File: src/rtl/sram_fifo_ctrl.sv
// First-word-fall-through byte FIFO controller driving a 1-cycle-latency dual-port SRAM.
// Optional almost_full output and AF_THRESH parameter under `SRAM_FIFO_ALMOST_FULL_EN.
module sram_fifo_ctrl #(
    parameter int DATA_WIDTH = 8,
    parameter int ADDR_WIDTH = 6
`ifdef SRAM_FIFO_ALMOST_FULL_EN
    ,
    parameter int AF_THRESH  = 2**ADDR_WIDTH - 4
`endif
) (
    input  logic                  clk,
    input  logic                  rst,
    input  logic                  flush,
    input  logic                  wr_valid,
    output logic                  wr_ready,
    input  logic [DATA_WIDTH-1:0] wr_data,
    output logic                  rd_valid,
    input  logic                  rd_ready,
    output logic [DATA_WIDTH-1:0] rd_data,
    output logic [ADDR_WIDTH+1:0] level,
    output logic                  overflow,
    input  logic                  ovf_clr,
`ifdef SRAM_FIFO_ALMOST_FULL_EN
    output logic                  almost_full,
`endif
    output logic                  ram_we_a,
    output logic [ADDR_WIDTH-1:0] ram_addr_a,
    output logic [DATA_WIDTH-1:0] ram_data_a,
    output logic                  ram_we_b,
    output logic [ADDR_WIDTH-1:0] ram_addr_b,
    input  logic [DATA_WIDTH-1:0] ram_q_b
);
    localparam int CW = ADDR_WIDTH + 1;
    localparam int LW = ADDR_WIDTH + 2;

    logic [ADDR_WIDTH-1:0] wr_ptr_q, wr_ptr_d, rd_ptr_q, rd_ptr_d;
    logic [CW-1:0]         ram_count_q, ram_count_d;
    logic [DATA_WIDTH-1:0] ent0_q, ent0_d, ent1_q, ent1_d;
    logic [1:0]            out_occ_q, out_occ_d, occ_sum;
    logic                  fetch_pending_q, fetch_pending_d;
    logic [LW-1:0]         level_q, level_d;
    logic                  overflow_q, overflow_d;
    logic                  wr_acc, pop, push, fetch;

    always_comb begin
        // ram_count never exceeds DEPTH, so its MSB alone marks full.
        wr_ready = !rst && !ram_count_q[ADDR_WIDTH];
        wr_acc   = wr_valid && wr_ready && !flush;
        rd_valid = (out_occ_q != 2'd0);
        pop      = rd_valid && rd_ready;
        push     = fetch_pending_q && !flush;
        occ_sum  = out_occ_q + {1'b0, fetch_pending_q};
        // A pop frees a slot this cycle, letting a fetch go out to keep 1 word/clk.
        fetch    = !flush && (ram_count_q != '0) && ((occ_sum < 2'd2) || pop);

        ram_we_a   = wr_acc;
        ram_addr_a = wr_ptr_q;
        ram_data_a = wr_data;
        ram_we_b   = 1'b0;
        ram_addr_b = rd_ptr_q;

        wr_ptr_d        = wr_acc ? wr_ptr_q + ADDR_WIDTH'(1) : wr_ptr_q;
        rd_ptr_d        = fetch  ? rd_ptr_q + ADDR_WIDTH'(1) : rd_ptr_q;
        fetch_pending_d = fetch;
        ram_count_d     = ram_count_q;
        if (wr_acc && !fetch)
            ram_count_d = ram_count_q + CW'(1);
        else if (!wr_acc && fetch)
            ram_count_d = ram_count_q - CW'(1);

        ent0_d    = ent0_q;
        ent1_d    = ent1_q;
        out_occ_d = out_occ_q;
        if (push && pop) begin
            if (out_occ_q == 2'd2) begin
                ent0_d = ent1_q;
                ent1_d = ram_q_b;
            end else begin
                ent0_d = ram_q_b;
            end
        end else if (pop) begin
            ent0_d    = ent1_q;
            out_occ_d = out_occ_q - 2'd1;
        end else if (push) begin
            if (out_occ_q == 2'd0) ent0_d = ram_q_b;
            else                   ent1_d = ram_q_b;
            out_occ_d = out_occ_q + 2'd1;
        end

        if (flush) begin
            wr_ptr_d        = '0;
            rd_ptr_d        = '0;
            ram_count_d     = '0;
            out_occ_d       = '0;
            fetch_pending_d = 1'b0;
        end

        level_d    = {1'b0, ram_count_d} + {{ADDR_WIDTH{1'b0}}, out_occ_d}
                   + {{CW{1'b0}}, fetch_pending_d};
        overflow_d = (overflow_q && !ovf_clr) || (wr_valid && !wr_ready);
    end

    always_ff @(posedge clk or posedge rst) begin
        if (rst) begin
            wr_ptr_q        <= '0;
            rd_ptr_q        <= '0;
            ram_count_q     <= '0;
            ent0_q          <= '0;
            ent1_q          <= '0;
            out_occ_q       <= '0;
            fetch_pending_q <= 1'b0;
            level_q         <= '0;
            overflow_q      <= 1'b0;
        end else begin
            wr_ptr_q        <= wr_ptr_d;
            rd_ptr_q        <= rd_ptr_d;
            ram_count_q     <= ram_count_d;
            ent0_q          <= ent0_d;
            ent1_q          <= ent1_d;
            out_occ_q       <= out_occ_d;
            fetch_pending_q <= fetch_pending_d;
            level_q         <= level_d;
            overflow_q      <= overflow_d;
        end
    end

    assign rd_data  = ent0_q;
    assign level    = level_q;
    assign overflow = overflow_q;

`ifdef SRAM_FIFO_ALMOST_FULL_EN
    localparam logic [LW-1:0] AF_LVL = LW'(AF_THRESH);
    logic almost_full_q, almost_full_d;

    always_comb almost_full_d = !flush && (level_d >= AF_LVL);

    always_ff @(posedge clk or posedge rst) begin
        if (rst) almost_full_q <= 1'b0;
        else     almost_full_q <= almost_full_d;
    end

    assign almost_full = almost_full_q;
`endif
endmodule

File: config.mk
export PLATFORM = sky130hd
export DESIGN_NAME = sram_fifo_ctrl
export DESIGN_NICKNAME = d
export VERILOG_FILES = /design/src/rtl/sram_fifo_ctrl.sv
export SDC_FILE = /design/constraint.sdc
export NUM_CORES = 1
export LEC_CHECK = 0
export CORE_ASPECT_RATIO = 0.7
export CORE_MARGIN = 1.5
export CORE_UTILIZATION = 49
export CTS_BUF_LIST = sky130_fd_sc_hd__clkbuf_16
export DETAILED_ROUTE_END_ITERATION = 10
export GPL_TIMING_DRIVEN = 0
export PLACE_DENSITY_LB_ADDON = 0.3
export SYNTH_ARGS = -nofsm -noshare
export SYNTH_HDL_FRONTEND = slang
export SYNTH_SLANG_ARGS = --single-unit
File: constraint.sdc
create_clock -name clk -period 3.5 [get_ports clk]
set_input_delay 0.35 -clock clk [delete_from_list [all_inputs] [get_ports clk]]
set_output_delay 0.35 -clock clk [all_outputs]
set_load 0.01 [all_outputs]
After elaboration in Yosys (flattened, before gate mapping)
Index checks and enable logic that the tools add are counted.
- flip-flop bits (word level): 47
- latch bits: 0
- RAM bits: 0
- bits in read-only memories: 0
- output and inout port bits: 41
- logic and storage cells: 76
- memories: 0
- add/subtract/negate cells: 9
- multiply operators: 0
- div/mod/pow operators: 0
- $lt $le $gt $ge: 1
- equality and inequality tests: 4
- shifts and indexed selects: 0
- mux-type cells: 22
- bitwise gates (word level): 0
- reduce and logical (&&, ||, !) cells: 31
- operators with widths (cell ; count):
    $mux W8 ; 10
    $mux W6 ; 4
    $mux W7 ; 3
    $add A6 B1 Y6 const B ; 2
    $logic_and A1 B1 Y1 ; 12
    $add A7 B2 Y8 ; 1
    $add A8 B1 Y8 ; 1
    $mux W2 ; 4
    $reduce_bool A2 Y1 ; 4
    $add A7 B1 Y7 const B ; 1
    $logic_not A1 Y1 ; 7
    $reduce_bool A7 Y1 ; 1
    $sub A7 B1 Y7 const B ; 1
    $reduce_bool A3 Y1 ; 2
    $ne A2 B1 Y1 const B ; 2
    $reduce_and A4 Y1 ; 1
    $add A2 B1 Y2 ; 1
    $add A2 B1 Y2 const B ; 1
    $eq A2 B2 Y1 const B ; 1
    $logic_not A2 Y1 ; 1
    $logic_or A1 B1 Y1 ; 2
    $lt A2 B2 Y1 const B ; 1
    $ne A2 B2 Y1 const B ; 1
    $reduce_and A2 Y1 ; 1
    other kinds (2) ; 2

Longest topological paths before layout
Gate-level depths: netlist (run 1).
- depth in word-level cells: 11
- mapped depth: 15
- gate-level depth less buffers: 13

Worst setup path after synthesis (run 1)
Ideal clock, no wire load.
- kind: reg2reg
- from: register out_occ_q[0]
- to: register level_q[6] (netlist: level[6])
- setup time: 0.079 ns
- arrival: 2.785 ns
- required time: 3.421 ns
- setup slack: 0.636 ns
- stages on the path, launching flop included: 14
- clock period less this slack: 2.864 ns
- cell sequence: dfrtp_1 -> inv_1 -> ha_1 -> nand2b_1 -> clkbuf_1 -> o21ai_2 -> nand2_1 -> xnor2_1 -> or2_2 -> fa_1 -> inv_1 -> fa_1 -> nor4b_2 -> xor2_1
- cells in the longest elaborated chain, start to end: 10
- RTL lines (what ; line ; RTL):
    from (decl) ; 39 ; logic [1:0] out_occ_q, out_occ_d, occ_sum;
    from (signal assigned) ; 120 ; out_occ_q <= out_occ_d;
    $add A2 B1 Y2 / $reduce_bool A2 Y1 (equally long branches) ; 52, 49 ;
    $lt A2 B2 Y1 / $logic_and A1 B1 Y1 (equally long branches) ; 54, 50 ;
    $logic_or A1 B1 Y1 ; 54 ; fetch = !flush && (ram_count_q != '0) && ((occ_sum < 2'd2) || pop);
    $logic_and A1 B1 Y1 ; 54 ;
    $logic_and A1 B1 Y1 / $logic_not A1 Y1 (equally long branches) ; 68, 66 ;
    $mux W7 / $logic_and A1 B1 Y1 (equally long branches) ; 68, 66 ;
    $mux W7 ; 66 ; if (wr_acc && !fetch)
    $mux W7 ; 90 ; if (flush) begin
    $add A7 B2 Y8 ; 98 ; level_d = {1'b0, ram_count_d} + {{ADDR_WIDTH{1'b0}}, out_occ_d}
    $add A8 B1 Y8 (*) ; 99 ; + {{CW{1'b0}}, fetch_pending_d};
    net level_d[6] ; 41 ; logic [LW-1:0] level_q, level_d;
    to (signal assigned) ; 122 ; level_q <= level_d;
    to (decl) ; 41 ;
Mark *: on every way through the listed nets, which the timed path passes. The rest lies on a longest branch.
A chain may end at the register's enable or synchronous reset.

Final worst setup path (run 1)
- from: register out_occ_q[0]
- to: register level_q[7] (netlist: level[7])
The elaborated chain is that of the path after synthesis.

==> results.md, run 1 <==
* Grt ovf at 0
* First-pass GRT wire length at 8.78 mm
* Setup TNS at 0 ns
* Slew Limit Fails at 0
* Max cap viols at 0
* Yosys warns at 0
* Number of cells after detailed placement at 370
* Final hold viol count at 0
* Worst Slack Setup Final at 0.296 ns
* WS Path Type: flip-flop to flip-flop
* Fmax at 312 MHz
* Most common flop cell mapped by yosys: dfrtp_1
* Post-synth top area share at 47.2%
* Clk Latency, worst-skew pair at 0.28 ns
* All-Layer GR Usage at between 20% and 30%
* DRT antenna net count at 0
* Routed WL at between 5 and 6 mm
* Pre-Repair DR Iteration Count at 4
* Post-CTS Hold Buffers at 0
* Worst hold path type: input pin to asynchronous set/reset pin
* Place WS at 0.173 ns
* Compound-gate portion of the synthesized area at a little under 9%
* CP Max Fanout at 9
* Cell area after placement at 0.00313 mm^2
* Post-synthesis xor/xnor area fraction at 7.68%
* Crit path DAT at 3.42 ns
* Post-synth top cells: dfrtp_1, nor2_1, nand2_1
* R2R Setup Slk at just under 0.3 ns
* Main combinational cell family by area after synthesis: simple AND/OR/NAND/NOR gates
* Critical path endpoint category: flip-flop
* Cts bufs inserted at 5
* Post-Synth Simple-Gate Area at between 15 and 20%
* PD cells at around 750 mW/mm^2
* Number of synthesized flops with an enable pin at 0
* Number of buffer cells added on primary ports at 53
* Initial DRC Count at 85
* Setup crit start: out_occ_q[0]
* Top Ports at 63
* DRC viols at 0
* Crit path required time at about 3.7 ns
* Reg2reg path depth at 13
* Post-synthesis mux area share at 4.42%
* Htree depth at 2
* Area grow syn2layout at 31.8%
* Worst Max-Slew Pin Slew at approximately 0.74 ns
* Clock Path Buffers at 2
* Via count at 1944
* Final instance area at 0.00328 mm^2
* RSZ-0062 raised after global routing: false
* Root buffer cell: clkbuf_16
* Post-Synth Adder-Cell Area at 5.12%
* Post-DP HPWL at between 3 and 4 mm
* Clock-pin slew on the worst setup and hold paths at 0.06 ns
* RePlAce Congestion at 0.809
* Final Cycle Share at 91.5%
* Layout Skew at 0.00402 ns
* CTS tree: yes
* Largest net degree at the start of global routing at 29
* Post-DR wirelength/cell at about 14 um
* Die X at 88.2 um
* Synthesized area per cell at 10.1 um^2
* FP Rows at 21
* Post-synth cell types at 47
* Yosys reg bits at 47
* RR Startpoint: out_occ_q[0]
* Area contributors post-synth: dfrtp_1, nor2_1, xor2_1
* Sequential fraction of the synthesis area at 47.2%
* Cell count after synthesis at 247
* Most frequent cell after synthesis: dfrtp_1
* Met1 usage at ~29%
* FFs w/ async S/R, synth at 100%
* Max_slew headroom at between 50 and 60%
* Non-filler instance count after layout at around 380
* Syn nets at 278
* Syn Std Cell Area at 0.00249 mm^2
* Initial Util at 51.5%
* Crit start category: flip-flop
* M3 GR Usage at 5.02%
* Most used routing layer: met2
* RR Endpoint: level[7]
* Layout cells sized above 1 at 13.3%
* CTS sink cnt at between 40 and 50
* Setup Viol. Count Final at 0
* Initial antenna violation count at 0
* Status: completed
* Grt met2 use at 31.7%
* Nets@finish at 339
* Fin crit period at 3.20 ns
* Pleak at between 0.001 and 0.0015 uW
* Core Area at 0.00483 mm^2
* Number of diodes at 0
* Die area at 0.00553 mm^2
* Height of the die at 62.7 um
* Max VDD drop at 0.373 mV
* Vias/cell at around 5.1
* Vias in the first global route at about 1900
* Area leader, netlist: dfrtp_1
[worst max path at each step]
stage	end	slack (ns)	cells past startpoint
after floorplan	level[6]	0.64	13
final	level[7]	0.30	13
after global routing	level[6]	0.04	13
after global placement	level[6]	0.19	12
after CTS	level[6]	0.16	13
after detailed placement	level[7]	0.17	12
[power breakdown]
group	switching (uW)	leakage (uW)	total, uW	internal, uW
logic	589	0.000809	1150	566
registers	123	0.000608	839	716
clock network	197	0.0000658	460	263
[worst max-delay path, stage by stage, from the launching register on]
cell and delay, ns:
dfrtp_1 0.43, inv_1 0.10, ha_1 0.19, nand2b_1 0.11, clkbuf_1 0.34, o21ai_4 0.19, nand2_2 0.16, xnor2_1 0.08
or2_2 0.30, fa_1 0.46, inv_1 0.11, a21oi_1 0.13, nor4_2 0.34, and3_1 0.20
[metrics by stage]
| step | power (uW) | hold WS (ns) | utilization, % |
|---|---|---|---|
| global route | 2640 | 0.533 | 67.9 |
| global placement | 1940 | 0.489 | 64.3 |
| CTS | 2460 | 0.511 | 67.7 |
| finish | 2450 | 0.502 | 67.9 |
| floorplan | 1600 | 0.446 | - |
| detailed placement | 1990 | 0.491 | 64.7 |
[flip-flops by register name, indices dropped and copies added, names as in the netlist]
| register | count |
|---|---|
| ram_count_q | 7 |
| fetch_pending_q | 1 |
| out_occ_q | 2 |
| ram_addr_a | 6 |
| ent1_q | 8 |
| level | 8 |
| overflow | 1 |
| rd_data | 8 |
| ram_addr_b | 6 |
[cell usage in the layout, fill, tap and decap left out, drive strengths merged, types with 2 or more instances in the layout]
master,instances
a211oi,2
a21oi,7
and3,2
buf,12
clkbuf,11
clkdlybuf4s50,53
clkinvlp,2
dfrtp,47
fa,2
ha,7
inv,17
mux2,8
mux2i,2
nand2,19
nand2b,6
nand3,6
nand4,4
nor2,37
nor2b,3
nor3,3
nor4,3
nor4b,2
o21ai,9
o22ai,7
or3,2
xnor2,8
xor2,13
[per-layer routing]
metal | up-vias | wire length, um
met1 | 948 | 2450
met4 | 0 | 14
met2 | 47 | 2400
met3 | 2 | 239
li1 | 947 | -
met5 | - | 0
[layout make-up]
type | instances | area [um^2]
Inverter | 17 | 63.8
Buffer | 17 | 113
Clock inverter | 3 | 20.0
Clock buffer | 5 | 125
Tap cell | 69 | 86.3
Fill cell | 389 | 1550
Timing Repair Buffer | 54 | 551
Multi-Input combinational cell | 166 | 1150
Sequential cell | 47 | 1180
[cells by family after synthesis]
kind of cell	count (synthesis)
other cells	1
compound gates	32
buf+inv	34
flops	47
xor+xnor	21
mux	10
simple gates	93
fa+ha+maj	9
[timing repair]
item,in CTS,in global routing
endpoints found under the setup margin,0,5
resized for setup,0,2
setup buffers,0,0
No activity file was read; power rests on OpenSTA's default activity.
==> run 2: changes to the inputs <==
Settings changed: ABC_AREA from default to 1, CORE_UTILIZATION 49 to 45.
==> run 2 against run 1 <==
Register-to-register slack better by 0.06 ns. First-iteration DRC count grew 87%. Cell area up 9.7%. Clock power up 13%. Cell count grew 28%. Sequential power grew 3.7%. Largest cell class is now multi-input combinational cells.
==> results.md, run 2 <==
* Sequential fraction of the synthesis area at 42.1% (-5.1 points)
* Max VDD drop at 0.403 mV (+8.0%)
* RR Endpoint: level[6]
* DRT antenna net count at 0 (unchanged)
* Post-synth cell types at 34 (-28%)
* Routed WL at 6.39 mm (+25%)
* Main combinational cell family by area after synthesis: simple AND/OR/NAND/NOR gates
* Final hold viol count at 0 (unchanged)
* Vias/cell at 5.09 (-0.97%)
* Setup TNS at 0 ns (unchanged)
* Die X at 97.2 um (+10%)
* Yosys reg bits at 47 (unchanged)
* R2R Setup Slk at 0.35 ns (+0.06 ns)
* Post-synthesis mux area share at 0% (-4.4 points)
* Worst hold path type: flip-flop to flip-flop
* Crit path required time at 3.68 ns (-0.04 ns)
* Post-synthesis xor/xnor area fraction at 2.51% (-5.2 points)
* Pre-Repair DR Iteration Count at 4 (unchanged)
* Layout Skew at 0.00775 ns (+0.00373 ns)
* Hold depth at 1
* Core Area at 0.00587 mm^2 (+21%)
* Nets@finish at 440 (+30%)
* Setup Viol. Count Final at 0 (unchanged)
* Vias in the first global route at 2305 (+21%)
* Post-CTS Resized at 0 (unchanged)
* Cell count after synthesis at 348 (+41%)
* Via count at 2465 (+27%)
* Compound-gate portion of the synthesized area at 12.8% (+3.9 points)
* PD cells at 764 mW/mm^2 (+2.3%)
* WHS Endpoint: ram_addr_a[5]
* WS Path Type: flip-flop to flip-flop
* Number of diodes at 0 (unchanged)
* Max_slew headroom at 61.7% (+11 points)
* CP Max Fanout at 7 (-2)
* Clock-pin slew on the worst setup and hold paths at 0.06 ns (about the same)
* RSZ-0062 raised after global routing: false
* Post-synth top area share at 42.1% (-5.1 points)
* Register area at 0.00118 mm^2 (unchanged)
* Post-Synth Simple-Gate Area at 26.8% (+7.3 points)
* Clk Latency, worst-skew pair at 0.28 ns (about the same)
* Root buffer cell: clkbuf_16
* Most frequent cell after synthesis: nand2_1
* Area grow syn2layout at 28.9%
* Synthesized area per cell at 8.03 um^2 (-20%)
* Initial antenna violation count at 0 (unchanged)
* Layout cells sized above 1 at 12.7% (-0.55 points)
* Syn nets at 379 (+36%)
* CTS sink cnt at 47 (unchanged)
* DRC viols at 0 (unchanged)
* Area contributors post-synth: dfrtp_1, nand2_1, o21ai_0
* Clock Path Buffers at 2 (unchanged)
* Crit path DAT at 3.33 ns (-0.09 ns)
* Post-synth top cells: nand2_1, dfrtp_1, inv_1
* CTS tree: yes
* Post-CTS Hold Buffers at 0 (unchanged)
* Fillers at 517 (+33%)
* All-Layer GR Usage at 20.6% (+0.075 points)
* Final Cycle Share at 90.0% (-1.6 points)
* Overall power at 2750 uW (+12%)
* Status: completed
* Post-CTS Setup Bufs at 0 (unchanged)
* RePlAce Congestion at 0.925 (+14%)
* First-pass GRT wire length at 10.8 mm (+24%)
* Most common flop cell mapped by yosys: dfrtp_1
* Worst Max-Slew Pin Slew at 0.572 ns (-0.164 ns)
* Pleak at 0.00167 uW (+13%)
* Number of buffer cells added on primary ports at 53 (unchanged)
* Max cap viols at 0 (unchanged)
* Yosys warns at 0 (unchanged)
* Grt ovf at 0 (unchanged)
* Number of synthesized flops with an enable pin at 0 (unchanged)
* Most frequent cells in the layout: nand2_1, clkdlybuf4s50_1, dfrtp_1, inv_1, o21ai_0
* Reg2reg path depth at 19 (+6)
* Most common cell after layout, fill and taps aside: nand2_1
* Fin crit period at 3.15 ns (-0.0552 ns)
* Htree depth at 2 (unchanged)
* Syn Std Cell Area at 0.00279 mm^2 (+12%)
* FP Rows at 23 (+9.5%)
* Die area at 0.00670 mm^2 (+21%)
* Worst hold start: ram_addr_a[5]
* Cts bufs inserted at 5 (unchanged)
* RR Startpoint: ram_count_q[0]
* Largest net degree at the start of global routing at 26 (-10%)
* Critical path endpoint category: flip-flop
* Initial Util at 47.6% (-3.9 points)
* Area leader, netlist: dfrtp_1
* Post-DR wirelength/cell at 13.2 um (-2.2%)
* Fmax at 318 MHz (+1.8%)
* Slew Limit Fails at 0 (unchanged)
* Post-Synth Adder-Cell Area at 4.57% (-0.56 points)
* Height of the die at 68.9 um (+10%)
* Crit start category: flip-flop
* FFs w/ async S/R, synth at 100% (unchanged)
* Multi-input logic area at 0.00131 mm^2 (+14%)
* Post-DP HPWL at 4.88 mm (+28%)
* Initial DRC Count at 159 (+87%)
* Top Ports at 63 (unchanged)
==> run 2: changes by cell type after synthesis, sizes merged, moves of 6 or more <==
cell	previous run	this run
mux2	8	0
nand2b	6	0
xor2	13	5
nand3	6	24
a31oi	0	8
a21oi	7	16
nand2	19	74
o22ai	7	0
inv	17	46
o21ai	9	40
==> run 2: final cells by class <==
cell class,count,area share (%)
Sequential cell,47,32.7
Clock buffer,5,3.47
Tap cell,75,2.61
Clock inverter,2,0.938
Buffer,21,3.75
Timing Repair Buffer,54,15.3
Inverter,47,4.90
Multi-Input combinational cell,233,36.4
==> run 2: cell families after synthesis <==
logic type / count (synthesis)
buffers and inverters: 68
xor gates and xnor gates: 8
adders and majority gates: 9
DFF: 47
other: 1
and+or+nand+nor: 148
AOI/OAI and AO/OA: 67
==> run 2: power breakdown <==
part	switching (uW)	internal, uW	leakage [uW]	total, uW
logic	790	573	0.000990	1360
registers	141	729	0.000603	870
clock network	189	330	0.0000811	520
total	1120	1630	0.00167	2750
==> run 2: worst max path at each step <==
stage                    from       end  slack, ns  depth (start not counted)
2_1_floorplan  ram_count_q[0]  level[6]       0.81                         19
3_3_place_gp            flush  level[6]       0.06                         12
3_5_place_dp            flush  level[6]       0.02                         12
4_1_cts                 flush  level[6]       0.29                         12
5_1_grt        ram_count_q[0]  level[6]       0.04                         19
6_report       ram_count_q[0]  level[6]       0.35                         19
==> run 2: routing by layer <==
metal  vias up  GRT usage [%]  wire length (um)
li1       1241              -                 -
met3         2           3.63               458
met4         0           5.43                35
met2        82           32.0              2680
met5         -              0                 0
met1      1140           29.9              3220
==> run 2: through the flow <==
stage	worst slack, ns	cells	utilization (%)	hold slack, ns	cell area [um^2]
2_1_floorplan	0.807	348	-	0.416	2790
3_3_place_gp	0.0649	476	58.2	0.451	3420
3_5_place_dp	0.0157	477	58.6	0.475	3440
4_1_cts	0.291	484	61.3	0.482	3600
5_1_grt	0.0362	484	61.4	0.523	3600
6_report	0.352	484	61.4	0.476	3600
==> run 2: critical path, stage by stage (launching register included) <==
cell and delay, ns:
dfrtp_1 0.44, inv_1 0.11, ha_1 0.27, inv_2 0.05, nor2_2 0.12, nand3_4 0.10, nand3_4 0.12, nand2_4 0.09
nand2_1 0.11, o21ai_0 0.09, a21oi_1 0.19, inv_1 0.09, fa_1 0.43, inv_1 0.11, fa_1 0.22, nand4_1 0.14
nor2_1 0.19, nand2_1 0.07, nand2_1 0.06, nand2_1 0.04
==> run 3: changes to the inputs <==
--- a/config.mk
+++ b/config.mk
@@ -15,2 +15,3 @@
 export PLACE_DENSITY_LB_ADDON = 0.3
+export SKIP_CTS_REPAIR_TIMING = 1
 export SYNTH_ARGS = -nofsm -noshare
==> constraint.sdc (replaced) <==
create_clock -name clk -period 3.5 [get_ports clk]
set_input_delay 0.7 -clock clk [delete_from_list [all_inputs] [get_ports clk]]
set_output_delay 0.7 -clock clk [all_outputs]
set_load 0.01 [all_outputs]
==> run 3 against run 2 <==
Combinational power is essentially flat. Clock skew is essentially flat. Wire length grew 1.9%. Clock-buffer cell count is the same. Die area is the same. Via count grew 1.3%. Setup slack lost 0.074 ns. Cell count grew 0.62%. Cell area grew 0.90%. Non-clock buffer count grew 3. Critical path type is now input pin to flip-flop. Largest cell class unchanged.
==> results.md, run 3 (synthesis results as in run 2) <==
* Clk pwr share at 18.9% (about the same)
* CP peak stage delay at 0.51 ns (+0.07 ns)
* Grt ovf at 0 (unchanged)
* Vias/cell at 5.13 (+0.67%)
* Net Switching at 1130 uW (+1.2%)
* Worst Slack Setup Final at 0.278 ns (-0.0740 ns)
* Most frequent cells in the layout: nand2_1, clkdlybuf4s50_1, dfrtp_1, inv_1, o21ai_0
* Status: completed
* Critical path endpoint category: flip-flop
* Reg2reg path depth at 19 (unchanged)
* Final instance area at 0.00363 mm^2 (+0.90%)
* Root buffer cell: clkbuf_16
* Post-DP HPWL at 4.88 mm (unchanged)
* DRT antenna net count at 0 (unchanged)
* Sw Share at 40.8% (+0.13 points)
* Fin crit period at 3.22 ns (+0.0740 ns)
* Most common cell after layout, fill and taps aside: nand2_1
* Clk Latency, worst-skew pair at 0.29 ns (about the same)
* Max_slew headroom at 60.1% (-1.5 points)
* Layout cells sized above 1 at 13.8% (+1.1 points)
* Layout Skew at 0.00777 ns (+0.0000267 ns)
* Crit path required time at 3.68 ns (about the same)
* FP Rows at 23 (unchanged)
* Clock Path Buffers at 2 (unchanged)
* Initial DRC Count at 154 (-3.1%)
* Slew Limit Fails at 0 (unchanged)
* Critical Path End: level[6]
* Setup Viol. Count Final at 0 (unchanged)
* Number of buffer cells added on primary ports at 53 (unchanged)
* Initial antenna violation count at 0 (unchanged)
* Clock-pin slew on the worst setup and hold paths at 0.06 ns (about the same)
* Via count at 2497 (+1.3%)
* Htree depth at 2 (unchanged)
* DRC viols at 0 (unchanged)
* RePlAce Congestion at 0.925 (unchanged)
* PD cells at 764 mW/mm^2 (about the same)
* CTS tree: yes
* Top Ports at 63 (unchanged)
* Post-DR wirelength/cell at 13.4 um (+1.3%)
* Cell area after placement at 0.00344 mm^2 (unchanged)
* Critical path's slowest cell: clkdlybuf4s50_1
* Max cap viols at 0 (unchanged)
* Final hold viol count at 0 (unchanged)
* Die X at 97.2 um (unchanged)
* Crit start category: input pin
* Die area at 0.00670 mm^2 (unchanged)
* Core Area at 0.00587 mm^2 (unchanged)
* Initial Util at 47.6% (unchanged)
* RR Startpoint: ram_count_q[0]
* Worst Max-Slew Pin Slew at 0.595 ns (+0.0221 ns)
* Area grow syn2layout at 30.1%
* Largest net degree at the start of global routing at 26 (unchanged)
* Comb power frac at 49.8% (+0.3 points)
* Final Cycle Share at 92.1% (+2.1 points)
* CP Max Fanout at 6 (-1)
* Final core occ at 61.9% (+0.55 points)
* All-Layer GR Usage at 20.6% (unchanged)
* Place WS at -0.334 ns (-0.350 ns)
* Pleak at 0.00171 uW (+1.9%)
* Cell mode on critical path: nand2_1
* Fmax at 310 MHz (-2.3%)
* Setup crit start: rd_ready
* Crit path DAT at 3.40 ns (+0.07 ns)
* Worst hold path type: flip-flop to flip-flop
* Cells along the critical path: clkdlybuf4s50_1 > nand2_2 > nand3_2 > nand4_1 > nand2_1 > o21ai_0 > a21oi_1 > inv_1 > fa_1 > inv_1 > fa_2 > nand4_1 > nor2_2 > nand2_1 > nand2_1 > nand2_1
* WS Path Type: input pin to flip-flop
* Cts bufs inserted at 5 (unchanged)
* First-pass GRT wire length at 10.8 mm (unchanged)
* Routed WL at 6.51 mm (+1.9%)
* Height of the die at 68.9 um (unchanged)
* CTS sink cnt at 47 (unchanged)
* Share of power burned in registers at 31.4% (-0.2 points)
* Overall power at 2780 uW (+0.91%)
* Nets@finish at 443 (+0.68%)
* Pre-Repair DR Iteration Count at 4 (unchanged)
* Vias in the first global route at 2305 (unchanged)
* Max VDD drop at 0.390 mV (-3.2%)
* Power Internal at 1640 uW (+0.69%)
* Number of diodes at 0 (unchanged)
* RR Endpoint: level[6]
* Fillers at 511 (-1.2%)
* R2R Setup Slk at 0.38 ns (+0.03 ns)
## run 3: changes by cell type in the layout (fill, tap and decap cells not counted)
cell	before	now
buf_4	10	13
dlymetal6s2s_1	0	2
nor2_2	5	6
nor2_1	21	20
fa_1	2	1
clkdlybuf4s50_1	53	51
fa_2	0	1
## run 3: per-layer routing
metal  vias to the layer above  GRT usage [%]  part of all wire, %
met5                         -              0                    0
met1                      1161           29.9                   50
met2                        88           32.0                   42
li1                       1239              -                    -
met3                         9           3.63                  6.4
met4                         0           5.43                  1.0
## run 3: power groups by stage
stage,combinational (uW),sequential (uW),clock [uW]
3_3_place_gp,1310,870,0
4_1_cts,1350,867,523
5_1_grt,1550,893,544
2_1_floorplan,873,887,0
3_5_place_dp,1340,874,0
6_report,1380,871,524
## run 3: cell type report
| cell class | instances | area [um^2] | share of cell area (%) |
|---|---|---|---|
| tap | 75 | 93.8 | 2.58 |
| inverter | 47 | 176 | 4.85 |
| clock buffer | 5 | 125 | 3.44 |
| buffer | 21 | 135 | 3.72 |
| sequential | 47 | 1180 | 32.4 |
| clock inverter | 2 | 33.8 | 0.929 |
| timing repair buffer | 57 | 578 | 15.9 |
| multi-input combinational | 233 | 1320 | 36.2 |
## run 3: worst min-delay path by stage
stage / startpoint / end / slack, ns / cells after the start
after floorplan: ent1_q[6] / ent1_q[6] / 0.47 / 2
after global placement: ram_addr_a[5] / ram_addr_a[5] / 0.45 / 1
after detailed placement: ram_addr_a[5] / ram_addr_a[5] / 0.48 / 1
after CTS: ram_addr_a[5] / ram_addr_a[5] / 0.48 / 1
after global routing: ram_addr_a[5] / ram_addr_a[5] / 0.52 / 1
final: ram_addr_a[5] / ram_addr_a[5] / 0.48 / 1
## run 3: critical path, delay by kind of cell
kind	cells	cell delay (ns)
adder cells (fa/ha/maj)	2	0.64
AND/OR/NAND/NOR	9	1.06
buffers and inverters	3	0.71
AO/OA/AOI/OAI	2	0.29
## run 3: through the flow
step	setup TNS, ns	instances	hold WS (ns)
2_1_floorplan	0	348	0.469
3_3_place_gp	-1.13	476	0.451
3_5_place_dp	-1.29	477	0.475
4_1_cts	-0.0591	484	0.482
5_1_grt	-0.0225	487	0.523
6_report	0	487	0.476
